===== src/rtl/dff_write_arbiter.sv =====
// Round-robin arbiter/sequencer loading one requester's data into a shared WIDTH-bit register.
// Build option: define DFF_ARB_FIXED_PRIO_EN for fixed priority (lowest index wins).
module dff_write_arbiter #(
    parameter int unsigned N_REQ = 4,
    parameter int unsigned WIDTH = 8,
    localparam int unsigned IDX_W = $clog2(N_REQ)
) (
    input  logic                   clk,
    input  logic                   rst,
    input  logic [N_REQ-1:0]       req,
    input  logic [N_REQ*WIDTH-1:0] wdata,
    output logic [N_REQ-1:0]       gnt,
    output logic                   ack,
    output logic [WIDTH-1:0]       q,
    output logic [IDX_W-1:0]       q_owner,
    output logic                   busy,
    output logic [7:0]             wr_count
);

    typedef enum logic [1:0] {
        IDLE  = 2'd0,
        GRANT = 2'd1,
        DONE  = 2'd2
    } state_t;

    state_t             state;
    state_t             state_next;
    logic [IDX_W-1:0]   sel;
    logic [IDX_W-1:0]   search_start;
    logic [IDX_W-1:0]   winner;
    logic [IDX_W-1:0]   idx;
    logic               found;
    logic               load;
    logic [WIDTH-1:0]   sel_data;

`ifdef DFF_ARB_FIXED_PRIO_EN
    assign search_start = '0;
`else
    logic [IDX_W-1:0]   rr_ptr;
    assign search_start = rr_ptr;
`endif

    // N_REQ is a power of two, so the IDX_W-bit add wraps modulo N_REQ.
    always_comb begin
        winner = '0;
        found  = 1'b0;
        idx    = '0;
        for (int unsigned i = 0; i < N_REQ; i++) begin
            idx = search_start + IDX_W'(i);
            if (!found && req[idx]) begin
                winner = idx;
                found  = 1'b1;
            end
        end
    end

    always_comb begin
        sel_data = '0;
        for (int unsigned i = 0; i < N_REQ; i++) begin
            if (sel == IDX_W'(i)) begin
                sel_data = wdata[i*WIDTH +: WIDTH];
            end
        end
    end

    always_comb begin
        state_next = state;
        load       = 1'b0;
        case (state)
            IDLE: begin
                if (|req) begin
                    state_next = GRANT;
                end
            end
            GRANT: begin
                if (req[sel]) begin
                    state_next = DONE;
                    load       = 1'b1;
                end else begin
                    state_next = IDLE;
                end
            end
            DONE:    state_next = IDLE;
            default: state_next = IDLE;
        endcase
    end

    always_ff @(posedge clk) begin
        if (!rst) begin
            state    <= IDLE;
            sel      <= '0;
            q        <= '0;
            q_owner  <= '0;
            wr_count <= '0;
`ifndef DFF_ARB_FIXED_PRIO_EN
            rr_ptr   <= '0;
`endif
        end else begin
            state <= state_next;
            if (state == IDLE && |req) begin
                sel <= winner;
            end
            if (load) begin
                q        <= sel_data;
                q_owner  <= sel;
                wr_count <= wr_count + 8'd1;
`ifndef DFF_ARB_FIXED_PRIO_EN
                rr_ptr   <= sel + IDX_W'(1);
`endif
            end
        end
    end

    always_comb begin
        gnt = '0;
        if (state == GRANT) begin
            gnt[sel] = 1'b1;
        end
    end

    assign ack  = (state == DONE);
    assign busy = (state != IDLE);

endmodule


===== config.mk =====
export PLATFORM = sky130hd
export DESIGN_NAME = dff_write_arbiter
export DESIGN_NICKNAME = d
export VERILOG_FILES = /design/src/rtl/dff_write_arbiter.sv
export SDC_FILE = /design/constraint.sdc
export NUM_CORES = 1
export LEC_CHECK = 0
export CAP_MARGIN = 20
export CORE_MARGIN = 4
export CORE_UTILIZATION = 44
export DETAILED_ROUTE_END_ITERATION = 6
export PLACE_DENSITY = 0.84
export REMOVE_ABC_BUFFERS = 1
export SLEW_MARGIN = 20
export SYNTH_ARGS = -nofsm -noshare
export SYNTH_HDL_FRONTEND = slang
export SYNTH_SLANG_ARGS = --single-unit

===== constraint.sdc =====
create_clock -name clk -period 2.8 [get_ports clk]
set_clock_uncertainty 0.15 [all_clocks]
set_input_delay 0.56 -clock clk [delete_from_list [all_inputs] [get_ports clk]]
set_output_delay 0.56 -clock clk [all_outputs]
set_load 0.05 [all_outputs]

== Word-level counts from Yosys, hierarchy flattened ==
Cells that the tools add are included.
Widths: inputs -> output; s select.

* Flip-flop bits (word level): 24
* Input port bits: 38
* Output and inout port bits: 24
* Word-level logic and storage cells: 64

* Add/subtract/negate cells: 5
* Magnitude comparators: 6
* Eq/ne operators: 6
* Multiplexer cells: 29
* Reductions and logical operators: 12

{| class="wikitable"
|+ Operators by type and width
! operator !! number
|-
| $mux 8 || 4
|-
| $lt 2x3->1 const B || 5
|-
| $mux 2 || 6
|-
| $mux 1 || 11
|-
| $bmux 1 s2 || 5
|-
| $add 8x1->8 const B || 1
|-
| $eq 2x2->1 const B || 3
|-
| $logic_and 1x1->1 || 5
|-
| $add 2x1->2 const B || 2
|-
| $add 2x2->2 const B || 2
|-
| $eq 2x1->1 const B || 2
|-
| $logic_not 2->1 || 2
|-
| $mux 4 || 1
|-
| $pmux 2 s2 || 1
|-
| $reduce_or 4->1 || 1
|-
| $logic_not 1->1 || 3
|-
| $demux 1 s2 || 1
|-
| $ge 2x1->1 const B || 1
|-
| $ne 2x2->1 const B || 1
|-
| $reduce_bool 2->1 || 1
|}

== Longest topological paths before layout ==
Gate-level depths: netlist of the first run.

* Depth in word-level cells: 12
* Mapped depth: 8
* Depth with buffers taken out: 6

== Least setup slack after synthesis of the first run ==
No wires, ideal clock.

* Path type: register -> output
* From: reg sel[0]
* To: out gnt[3]
* Arrival time: 1.580 ns
* Data required time: 2.090 ns
* Slack: 0.510 ns
* Cell stages (with the launch flop): 5
* Path buffers: 2
* Cell sequence: dfxtp_1 -> ha_1 -> clkbuf_1 -> clkbuf_1 -> and2_1

* Cells in the longest elaborated chain, start to end: 5
* Elaborated cells between the ends (all ways): 6
* Those cells by class: order compare: 2; mux: 3; reduce/logical: 1

{| class="wikitable"
|+ Ends and longest elaborated chain
! item !! line !! RTL
|-
| from (decl) || 28 || <nowiki>logic [IDX_W-1:0] sel;</nowiki>
|-
| from (signal assigned) || 101 || <nowiki>sel <= winner;</nowiki>
|-
| $lt 2x3->1 (implied by the code) or $ge 2x1->1 (tied branches) || 117 || <nowiki>gnt[sel] = 1'b1;</nowiki>
|-
| $logic_and 1x1->1 (implied by the code) || 117 ||
|-
| $mux 1 (implied by the code) || 117 ||
|-
| $demux 1 s2 * || 117 ||
|-
| $mux 4 * || 116 || <nowiki>if (state == GRANT) begin</nowiki>
|-
| to (decl) || 12 || <nowiki>output logic [N_REQ-1:0] gnt,</nowiki>
|}

Mark *: on every way between the ends. The rest lies on a longest branch, timed or not.

== Worst setup path in the final report of the first run ==
* From: reg sel[0]
* To: out gnt[2]

Same word-level chain as after synthesis.

==> results of run 1 <==
-- cell type report --
class                           count  area share (%)
Inverter                           14            2.55
Tap cell                           44            2.68
Clock buffer                        4            1.76
Timing Repair Buffer               63            31.4
Multi-Input combinational cell    120            38.3
Sequential cell                    24            23.4
-- what timing repair did --
item                       in CTS  in global routing
resized for setup               0                  1
setup endpoints to repair       0                  1
hold buffers                    0                  0
-- worst max-delay path by stage --
stage / cells after the start / slack [ns] / endpoint / startpoint
2_1_floorplan: 2 / 0.73 / gnt[3] / sel[0]
3_3_place_gp: 5 / 0.17 / wr_count[3] / req[0]
3_5_place_dp: 5 / 0.11 / wr_count[3] / req[0]
4_1_cts: 4 / 0.06 / gnt[0] / sel[0]
5_1_grt: 4 / 0.13 / gnt[2] / sel[0]
6_report: 4 / 0.27 / gnt[2] / sel[0]
-- power groups by stage --
stage	logic, mW	registers [mW]	clock network [mW]
6_report	0.376	0.393	0.189
5_1_grt	0.405	0.397	0.211
2_1_floorplan	0.171	0.456	0
4_1_cts	0.378	0.393	0.189
3_5_place_dp	0.376	0.400	0
3_3_place_gp	0.371	0.399	0
-- metal layers --
| metal | up-vias | wire length (um) |
|---|---|---|
| met4 | 0 | 54 |
| li1 | 726 | - |
| met2 | 61 | 1700 |
| met1 | 657 | 1540 |
| met5 | - | 0 |
| met3 | 5 | 355 |
-- critical path: stages (launching register included) --
cell	delay, ns
dfxtp_1	0.43
inv_1	0.13
ha_1	0.54
and2_1	0.26
buf_12	0.15
-- sequential cells by signal (all words and copies together), names as in the netlist --
register  count
rr_ptr        2
state         2
q_owner       2
sel           2
wr_count      8
q             8
-- synth_stat cells (all sizes together) --
| cell type | n |
|---|---|
| buf | 3 |
| or2 | 1 |
| and3 | 1 |
| o2bb2ai | 2 |
| nand2 | 20 |
| nor2b | 4 |
| nor2 | 5 |
| nor4 | 1 |
| o21ai | 16 |
| nand4 | 2 |
| a2bb2oi | 1 |
| a21oi | 11 |
| inv | 14 |
| clkbuf | 9 |
| or3b | 1 |
| mux2i | 4 |
| and2 | 5 |
| nor4b | 1 |
| nor3 | 1 |
| nand3 | 1 |
| a31oi | 9 |
| or3 | 4 |
| dfxtp | 24 |
| a221oi | 10 |
| and4 | 1 |
| ha | 5 |
| o32a | 1 |
| a211o | 8 |
| mux2 | 1 |
| and3b | 1 |
| xnor2 | 1 |
| nand2b | 2 |
-- cells by family after synthesis --
group | Yosys count | share of synthesized area, %
buffers and inverters | 26 | 7.83
adders and majority gates | 5 | 4.55
xor gates and xnor gates | 1 | 0.637
DFF | 24 | 34.9
muxes | 5 | 3.73
and+or+nand+nor | 51 | 19.4
AOI/OAI and AO/OA | 58 | 28.9
-- through the flow --
step | total power, mW | utilization (%) | setup slack [ns] | cells
after floorplan | 0.628 | - | 0.725 | 158
after global placement | 0.770 | 66.7 | 0.171 | 265
after detailed placement | 0.776 | 66.7 | 0.113 | 265
after CTS | 0.960 | 67.9 | 0.0558 | 269
after global routing | 1.01 | 67.9 | 0.130 | 269
final | 0.958 | 67.9 | 0.266 | 269
==> out/metrics.yaml, run 1 <==
status: "finished, final reports clean"
die_area_um2: 4080
grt_max_degree: 25
final_net_count: 269
ir_worst_vdd_mv: 0.192
vias: 1449
min_to: "q_owner[0]"
io_buffers: 61
syn_inst: 170
cp_data_arrival_time_ns: 1.82
pwr-share-seq_pct: 41.0
use_met2_pct: 32.1
syn_avg_cell_area_um2: 8.09
insertion_delay_ns: 0.32
mostFrequentLayoutCell: "clkdlybuf4s50_1"
yosys_register_bits: 24
worstReg2RegEnd: "q[7]"
holdWs_ns: 0.313
p_per_area_nw_per_um2: 466
busiest_layer: "met2"
grt_pass1_vias: 1361
grt_usage_pct: 18.8
cts_tree: "done"
tns_ns: 0
worstHoldPathType: "flop to flop"
firstDrtPassIters: 4
worstHoldStart: "q_owner[0]"
p_sw_share_pct: 35.7
viasPerCell: 5.39
whs_path_depth: 2
synth_top_area_cell: "dfxtp_1"
syn_area_um2: 1380
final_cell_area_um2: 2060
wirelength_um: 3650
yosys-top-cells-area: "dfxtp_1, a221oi_1, nand2_1, a211o_1, o21ai_0"
antenna_found_initial: 0
end_kind: "output port"
ys_types: 35
cts_max_level: 1
max_freq_mhz: 395
die_x_um: 63.9
drive_gt1_share_pct: 6.22
met1_usage_pct: 20.9
yosysTopAreaCellShare_pct: 34.9
rsz0062_at_grt: "no"
power_frac_comb_pct: 39.3
rows: 20
hold_violations: 0
postCtsSetupRepairBufs: 0
ys_seq_area_share_pct: 34.9
place_congestion: 0.780
io_pins: 62
cts_made_buffers: 3
r2r_cells: 6
grt_use_met3_pct: 6.68
leakage_nw: 0.797
period_minus_slack_ns: 2.53
yosysWarnings: 0
cp.required_ns: 2.09
dp_hpwl_um: 2780
clock_sinks: 24
drtAntennaViolNets: 0
p_switching_mw: 0.342
maxSlewHeadroom_pct: 44.5
p_int_mw: 0.616
crit_type: "flop to output port"
placed_cell_area_um2: 2020
drc: 0
core_area_um2: 3030
drv_cap: 0
initial_core_util_pct: 45.4
finalSetupViolations: 0
crit_path_max_fanout: 17
wl_per_cell_um: 13.6
antenna-diode-count: 0
cts_buffer_depth: 2
area_growth_pct: 49.6
cts_root_buffer: "clkbuf_4"
start_kind: "flop"
post-route-period-util_pct: 90.5
grt_pass1_wl_um: 6100
ff2ff_setup_slack_ns: 0.49
die_y_um: 63.9
grt.overflow.total: 0
path_clk_slew_ns: 0.14
multi_input_area_um2: 787
register_area_um2: 480
finalMaxSlewViolations: 0
crit-reg2reg-launch: "sel[1]"
power_frac_clock_pct: 19.7
mostFrequentLayoutCells: "clkdlybuf4s50_1, dfxtp_1, nand2_1"
drt_iter0_markers: 92
tightest_slew_ns: 0.828
num-fill-cells: 242
Power figures use the tool's default switching activity.
==> run 2: changes to the inputs <==
--- a/config.mk
+++ b/config.mk
@@ -5,10 +5,10 @@
 export SDC_FILE = /design/constraint.sdc
 export NUM_CORES = 1
 export LEC_CHECK = 0
-export CAP_MARGIN = 20
 export CORE_MARGIN = 4
 export CORE_UTILIZATION = 44
 export DETAILED_ROUTE_END_ITERATION = 6
+export HOLD_SLACK_MARGIN = 0.1
 export PLACE_DENSITY = 0.84
 export REMOVE_ABC_BUFFERS = 1
 export SLEW_MARGIN = 20
==> results of run 2 <==
Same layout as run 1: the final DEF is identical, and so are final timing and power.
